===== src/rtl/lcd_arbiter.sv =====
// Round-robin owner of the shared LCD bus for two engines.
// Start/finish handshake, watchdog abort and post-finish dwell.
module lcd_arbiter #(
  parameter int DWELL = 25000000,
  parameter int WDOG  = 50000000,
  parameter int CNT_W = 26
) (
  input  logic        clk,
  input  logic        rst_n,
  input  logic [1:0]  req,
  output logic [1:0]  start,
  input  logic [1:0]  finish,
  input  logic [13:0] m0_bus,
  input  logic [13:0] m1_bus,
  output logic        lcd_rst,
  output logic [1:0]  lcd_cs,
  output logic        lcd_rw,
  output logic        lcd_di,
  output logic        lcd_e,
  output logic [7:0]  lcd_d,
  output logic [1:0]  grant,
  output logic        busy,
  output logic        timeout_err
);

  typedef enum logic [1:0] {
    S_IDLE,
    S_START,
    S_RUN,
    S_DWELL
  } state_t;

  localparam logic [CNT_W-1:0] WDOG_END  = CNT_W'(WDOG - 1);
  localparam logic [CNT_W-1:0] DWELL_END = CNT_W'(DWELL - 1);
  localparam logic [CNT_W-1:0] ONE       = CNT_W'(1);
  localparam logic [13:0]      IDLE_PINS = 14'h2000;

  state_t           state;
  state_t           state_n;
  logic [1:0]       grant_n;
  logic             last;
  logic             last_n;
  logic [CNT_W-1:0] cnt;
  logic [CNT_W-1:0] cnt_n;
  logic             terr_n;
  logic             fin_g;
  logic [13:0]      pins;

  assign fin_g = |(finish & grant);
  assign busy  = (state != S_IDLE);
  assign start = (state == S_START) ? grant : 2'b00;

  // Next-state, owner selection and shared counter control.
  always_comb begin
    state_n = state;
    grant_n = grant;
    last_n  = last;
    cnt_n   = cnt;
    terr_n  = timeout_err;
    unique case (state)
      S_IDLE: begin
        if (req != 2'b00) begin
          if (req == 2'b11)
            grant_n = last ? 2'b01 : 2'b10;
          else
            grant_n = req;
          cnt_n   = '0;
          state_n = S_START;
        end
      end
      S_START: begin
        state_n = S_RUN;
      end
      S_RUN: begin
        if (fin_g) begin
          cnt_n   = '0;
          state_n = S_DWELL;
        end else if (cnt == WDOG_END) begin
          terr_n  = 1'b1;
          cnt_n   = '0;
          state_n = S_DWELL;
        end else begin
          cnt_n = cnt + ONE;
        end
      end
      S_DWELL: begin
        if (cnt == DWELL_END) begin
          grant_n = 2'b00;
          last_n  = grant[1];
          cnt_n   = '0;
          state_n = S_IDLE;
        end else begin
          cnt_n = cnt + ONE;
        end
      end
      default: begin
        state_n = S_IDLE;
      end
    endcase
  end

  // State and bookkeeping registers; engine 0 wins the first tie.
  always_ff @(posedge clk or negedge rst_n) begin
    if (!rst_n) begin
      state       <= S_IDLE;
      grant       <= 2'b00;
      last        <= 1'b1;
      cnt         <= '0;
      timeout_err <= 1'b0;
    end else begin
      state       <= state_n;
      grant       <= grant_n;
      last        <= last_n;
      cnt         <= cnt_n;
      timeout_err <= terr_n;
    end
  end

  // Pin mux follows the owner combinationally, idle values otherwise.
  always_comb begin
    pins = IDLE_PINS;
    unique case (1'b1)
      grant[0]: pins = m0_bus;
      grant[1]: pins = m1_bus;
      default:  pins = IDLE_PINS;
    endcase
  end

  assign {lcd_rst, lcd_cs, lcd_rw, lcd_di, lcd_e, lcd_d} = pins;

endmodule

===== config.mk =====
export PLATFORM = sky130hd
export DESIGN_NAME = lcd_arbiter
export DESIGN_NICKNAME = d
export VERILOG_FILES = /design/src/rtl/lcd_arbiter.sv
export SDC_FILE = /design/constraint.sdc
export NUM_CORES = 1
export LEC_CHECK = 0
export CELL_PAD_IN_SITES_DETAIL_PLACEMENT = 0
export CELL_PAD_IN_SITES_GLOBAL_PLACEMENT = 1
export CORE_MARGIN = 4
export CORE_UTILIZATION = 33
export CTS_BUF_LIST = sky130_fd_sc_hd__clkbuf_8
export CTS_CLUSTER_SIZE = 10
export DETAILED_ROUTE_END_ITERATION = 10
export GPL_TIMING_DRIVEN = 0
export PLACE_DENSITY = 0.84
export SYNTH_ARGS = -nofsm -noshare
export SYNTH_HDL_FRONTEND = slang
export SYNTH_SLANG_ARGS = --single-unit

===== constraint.sdc =====
create_clock -name clk -period 2.4 [get_ports clk]
set_clock_uncertainty 0.2 [all_clocks]
set_input_delay 0.48 -clock clk [delete_from_list [all_inputs] [get_ports clk]]
set_output_delay 0.48 -clock clk [all_outputs]
set_load 0.05 [all_outputs]

==> flow_summary.toml, run 1 <==
[clock_tree]
cts_made_buffers = 5
cts_tree = "done"
cts_max_level = 2
root_buffer = "clkbuf_8"
insertion_delay_ns = 0.29
cts.sinks = 32
path_clk_slew_ns = 0.07
ctsLongestPathBuffers = 2

[floorplanning]
coreArea_mm2 = 0.00561
start_util_pct = 34.7
row_count = 27
io_pins = 54
die_x_um = 84.8
dieHeight_um = 84.8
dieArea_mm2 = 0.00720

[pwr]
combPwrFrac_pct = 67.7
powerDensity_mw_per_mm2 = 1100
p_int_mw = 1.73
seqPwrFrac_pct = 19.6
p_sw_share_pct = 47.7
p_clk_share_pct = 12.8
p_switching_mw = 1.58
finalPower_mw = 3.31
p_leak_nw = 1.30
ir_drop_v = 0.000659

[cells_and_area]
drive_above_1_share_pct = 27.8
area.growth.synth_to_final_pct = 54.9
fin_nets = 337
diodes = 0
utilization_pct = 53.8
stdcell_count = 371
final_cell_area_mm2 = 0.00302

[timing]
fin_crit_sh_pct = 98.7
min_period_ns = 2.37
worst_pin_slew_ns = 0.720
drv_slew = 0
rsz0062_at_grt = "true"
setup_violations = 0
final.setup.tns_ns = 0
max_slew_margin_pct = 52.0
setup_ws_ns = 0.0310
whs_ns = 0.0389
finalHoldViolations = 0
timing.fmax_mhz = 422

[critical_path]
worst_r2r_startpoint = "cnt[16]$_DFFE_PN0P_"
regToRegSetupSlack_ns = 0.03
path_delay_family = "simple AND/OR/NAND/NOR gates"
cp-end-kind = "flop"
reg2reg_to = "cnt[8]$_DFFE_PN0P_"
cpMaxStageDelayCell = "o41a_1"
crit_chain = "nand4_1 > or3_1 > o41a_1 > a21oi_4 > and2_4 > buf_8 > buf_8 > nor2_2"
worst_r2r_path_depth = 8
path_common_cell = "buf_8"
cp_data_arrival_time_ns = 2.34
slowest_delay_ns = 0.47
critPathMaxFanout = 5
path_class = "reg2reg"
crit_required_ns = 2.37
cp-start-kind = "flop"
crit_buf_inv = 2

[grt]
use_met3_pct = 3.11
gr-usage-met2_pct = 24.3
grtUsageTotal_pct = 15.3
grt_pass1_wl_um = 9120
antenna_found_initial = 0
grt_use_met1_pct = 21.4
grt_pass1_vias = 1842
grt_max_degree = 33
gr-total-overflow = 0
top_usage_layer = "met2"

[place]
io_buffers = 53
pre_cts_slack_ns = -0.527
hpwl_um = 3880
gp_congestion = 0.765
placed_area_mm2 = 0.00257
numPlacedInstances = 342

[drt]
dr.pass1.iters = 4
drc = 0
ant_nets = 0
avgViaCountPerCell = 5.29
detail_route.wirelength_um = 5740
wl_per_cell_um = 15.5
drtIter0Drc = 89
vias = 1962

[worst_hold_path]
hp-class = "in2async"

[synth]
ys_seq_elements = 32
ys_seq_area_share_pct = 41.2
syn_avg_cell_area_um2 = 8.98
synth_nets = 256
ys_warn_count = 0
synth_cell_type_count = 39
synth_area_mm2 = 0.00195
synthCells = 217

[flow_run]
cap_violations = 0

[status]
status = "finished clean"
==> worst max-delay path by stage <==
stage	from	end	slack [ns]	depth (start not counted)
floorplan	grant[1]$_DFFE_PN0P_	lcd_d[1]	-0.005	3
global placement	req[1]	cnt[22]$_DFFE_PN0P_	-0.49	8
detailed placement	req[1]	cnt[13]$_DFFE_PN0P_	-0.53	7
CTS	grant[1]$_DFFE_PN0P_	lcd_d[1]	0.002	4
global route	cnt[16]$_DFFE_PN0P_	cnt[5]$_DFFE_PN0P_	-0.05	7
finish	cnt[16]$_DFFE_PN0P_	cnt[8]$_DFFE_PN0P_	0.03	8
==> logic make-up after synthesis <==
kind of cell	Yosys count	share of synthesized area, %
mux	2	1.16
xor+xnor	17	7.64
fa+ha+maj	5	3.21
simple gates	105	27.9
compound gates	40	15.3
flops	32	41.2
buf+inv	16	3.66
==> cell type report <==
class,count,area [um^2]
repair buffers,74,678
multi-input cells,169,1250
plain buffers,9,75.1
flip-flops and latches,32,807
inverters,7,26.3
well taps,72,90.1
clock buffers,6,82.6
clock inverters,2,7.51
fillers,508,2590
==> repair_timing <==
action | CTS | global route
pin swaps | 6 | 13
hold buffers | 0 | 0
setup endpoints to repair | 42 | 32
cloned | 1 | 2
resized for setup | 53 | 59
buffers inserted | 7 | 11
==> worst reg2reg max path: cells and delay by family (launching register included) <==
family                 cells  cell delay (ns)
buffers and inverters      2             0.26
AO/OA/AOI/OAI              2             0.67
AND/OR/NAND/NOR            4             0.71
flip-flops                 1             0.41
==> synth_stat cells <==
cell | n | area share [%]
dfstp_2 | 1 | 1.3
a22o_1 | 18 | 8.1
and2_1 | 3 | 0.96
ha_1 | 5 | 3.2
nor4b_1 | 2 | 0.90
nand4_1 | 10 | 3.2
inv_1 | 7 | 1.3
nor4b_2 | 1 | 0.77
o21ai_1 | 1 | 0.26
a21o_1 | 2 | 0.77
nor4_1 | 5 | 1.6
o41a_1 | 1 | 0.58
nand2_1 | 13 | 2.5
o21ai_0 | 10 | 2.6
a211o_1 | 1 | 0.45
or4b_1 | 1 | 0.51
or2_2 | 1 | 0.32
o31ai_1 | 1 | 0.39
nand2b_1 | 3 | 0.96
nor3_1 | 5 | 1.3
xor2_1 | 10 | 4.5
and3_1 | 8 | 2.6
nand3_1 | 14 | 3.6
xnor2_1 | 7 | 3.1
a21oi_2 | 1 | 0.45
nand3b_1 | 1 | 0.39
nor2_1 | 32 | 6.2
nor3b_1 | 1 | 0.39
buf_4 | 3 | 1.2
a21oi_1 | 2 | 0.51
mux2_2 | 2 | 1.2
and4_1 | 1 | 0.45
clkbuf_1 | 6 | 1.2
or3_1 | 1 | 0.32
dfrtp_1 | 31 | 40
o21bai_1 | 1 | 0.39
nor2b_1 | 3 | 0.96
a32oi_1 | 1 | 0.45
a22oi_1 | 1 | 0.39
==> power by group through the flow <==
| stage | sequential (mW) | clock (mW) | combinational [mW] |
|---|---|---|---|
| 6_report | 0.648 | 0.422 | 2.24 |
| 5_1_grt | 0.656 | 0.460 | 2.39 |
| 4_1_cts | 0.645 | 0.429 | 1.81 |
| 3_5_place_dp | 0.655 | 0 | 1.74 |
| 3_3_place_gp | 0.652 | 0 | 1.73 |
| 2_1_floorplan | 0.696 | 0 | 1.16 |
==> metal layers <==
metal / routed length [um] / up-vias
met2: 2820 / 49
li1: - / 943
met1: 2620 / 965
met5: 0 / -
met3: 262 / 5
met4: 37 / 0
==> registers in the layout (all words and copies together) (netlist names) <==
register / cells
cnt: 26
grant: 2
state: 2
last: 1
timeout_err: 1
==> layout by cell type, fill, tap and decap left out, types with 9 or more instances in the layout <==
cell,n
nand4_1,10
a22o_1,18
buf_4,18
nand3_1,14
nand2_1,13
dfrtp_1,27
clkdlybuf4s50_1,35
inv_1,9
buf_2,9
nor2_1,21
xor2_1,9
Note: power is estimated with default switching activity, not from simulation.
==> inputs of run 2 (changes only) <==
--- a/config.mk
+++ b/config.mk
@@ -12,7 +12,6 @@
 export CTS_BUF_LIST = sky130_fd_sc_hd__clkbuf_8
 export CTS_CLUSTER_SIZE = 10
 export DETAILED_ROUTE_END_ITERATION = 10
-export GPL_TIMING_DRIVEN = 0
 export PLACE_DENSITY = 0.84
 export SYNTH_ARGS = -nofsm -noshare
 export SYNTH_HDL_FRONTEND = slang
==> run 2 against run 1 <==
The run now ends with setup timing left. Critical path depth is the same. First-iteration DRC count shrank 15%. Worst hold slack gained 0.25 ns. Critical endpoint is now cnt[5]$_DFFE_PN0P_. Power grew 4.9%. Wire length shrank 5.6%. Flip-flop and latch count is the same. Largest power group unchanged. Largest cell class unchanged. Die area is the same. Non-clock buffer count grew 8. Critical path type unchanged.
==> flow_summary.toml, run 2 (synthesis results as in run 1) <==
[clock_tree]
cts_made_buffers = 5
root_buffer = "clkbuf_8"
cts_max_level = 2
insertion_delay_ns = 0.29
cts.sinks = 32
cts_tree = "done"
ctsLongestPathBuffers = 2
path_clk_slew_ns = 0.07
hold_buffers = 0

[cells_and_area]
fin_nets = 345
final_common_cell = "buf_4"
area.growth.synth_to_final_pct = 61.3
diodes = 0
stdcell_count = 379
ff_latch_area_um2 = 802
final_cell_mix = "buf_4, clkdlybuf4s50_1, nor2_1, dfrtp_1, buf_12"
final_cell_area_mm2 = 0.00314
nFillCells = 522
largest_register_ffs = 26
drive_above_1_share_pct = 25.1
utilization_pct = 56.0
multi_input_area_mm2 = 0.00110
reg_top3 = "cnt: 26 flops, grant: 2 flops, state: 2 flops"
regMostFlops = "cnt"

[floorplanning]
dieHeight_um = 84.8
die_x_um = 84.8
dieArea_mm2 = 0.00720
coreArea_mm2 = 0.00561
io_pins = 54
start_util_pct = 34.7
row_count = 27

[drt]
dr.pass1.iters = 4
wl_per_cell_um = 14.3
drtIter0Drc = 76
drc = 0
ant_nets = 0
vias = 1945
detail_route.wirelength_um = 5410
avgViaCountPerCell = 5.13

[timing]
worst_pin_slew_ns = 0.517
finalHoldViolations = 0
max_slew_margin_pct = 65.4
timing.fmax_mhz = 413
rsz0062_at_grt = "true"
drv_slew = 0
setup_ws_ns = -0.0226
whs_ns = 0.286
fin_crit_sh_pct = 101
min_period_ns = 2.42
setup_violations = 1

[critical_path]
crit_required_ns = 2.37
critPathMaxFanout = 8
path_class = "reg2reg"
cp_data_arrival_time_ns = 2.39
cp-end-kind = "flop"
cp-start-kind = "flop"

[status]
violations = "setup timing"
status = "complete, but fails checks"

[grt]
antenna_found_initial = 0
grt_max_degree = 33
gr-total-overflow = 0
grtUsageTotal_pct = 15.3
grt_pass1_wl_um = 8970
grt_pass1_vias = 1889

[place]
hpwl_um = 4220
placed_area_mm2 = 0.00300
numPlacedInstances = 370
io_buffers = 53
gp_congestion = 0.828

[worst_hold_path]
hp-class = "reg2reg"

[pwr]
p_leak_nw = 1.41
powerDensity_mw_per_mm2 = 1100
ir_drop_v = 0.000861

[flow_run]
cap_violations = 0
## run 2: area by class of cell
cell class                      count  share of cell area (%)
Multi-Input combinational cell    169                    34.9
Sequential cell                    32                    25.5
Clock inverter                      3                    1.35
Inverter                            7                   0.836
Clock buffer                        5                    2.19
Tap cell                           72                    2.87
Timing Repair Buffer               91                    32.4
## run 2: worst paths after layout
check / start / end / slack [ns] / cells after the start
max: cnt[16]$_DFFE_PN0P_ / cnt[5]$_DFFE_PN0P_ / -0.02 / 8
min in group asynchronous: rst_n / cnt[13]$_DFFE_PN0P_ / 0.39 / 2
max reg2reg: cnt[16]$_DFFE_PN0P_ / cnt[5]$_DFFE_PN0P_ / -0.02 / 8
min: timeout_err$_DFFE_PN0P_ / timeout_err$_DFFE_PN0P_ / 0.29 / 1
min reg2reg: timeout_err$_DFFE_PN0P_ / timeout_err$_DFFE_PN0P_ / 0.29 / 1
max in group asynchronous: rst_n / last$_DFFE_PN1P_ / 1.27 / 2
## run 2: power breakdown
part | internal (mW) | total (mW) | switching [mW]
Combinational | 1.08 | 2.30 | 1.23
Clock | 0.307 | 0.516 | 0.209
Sequential | 0.595 | 0.651 | 0.0554
## run 2: worst max-delay path: stages, from the launching register on
cell and delay, ns:
dfrtp_1 0.42, or4b_1 0.52, nor4_1 0.28, nand3b_1 0.16
a21oi_2 0.18, buf_6 0.15, buf_6 0.10, nor2_2 0.03
a211o_1 0.26
## run 2: through the flow
stage                     TNS [ns]  worst slack (ns)  total power, mW
after detailed placement   -0.0438           -0.0234             2.92
after CTS                        0            0.0176             3.45
after floorplan            -0.0291          -0.00485             1.86
final                      -0.0226           -0.0226             3.47
after global placement     -0.0485           -0.0485             2.89
after global routing         -1.40            -0.115             3.65
## run 2: repair_timing
item                                    4_1_cts  5_1_grt
pin swaps                                     2        9
endpoints found under the setup margin       10       24
buffers inserted                              0        1
resized for setup                             1        9
## run 2: layer usage
metal / vias to the layer above / part of all wire, % / global-route usage [%]
li1: 963 / - / -
met1: 935 / 46 / 20.2
met2: 42 / 48 / 25.6
met3: 5 / 5.0 / 3.40
met4: 0 / 1.2 / 3.88
met5: - / 0 / 0
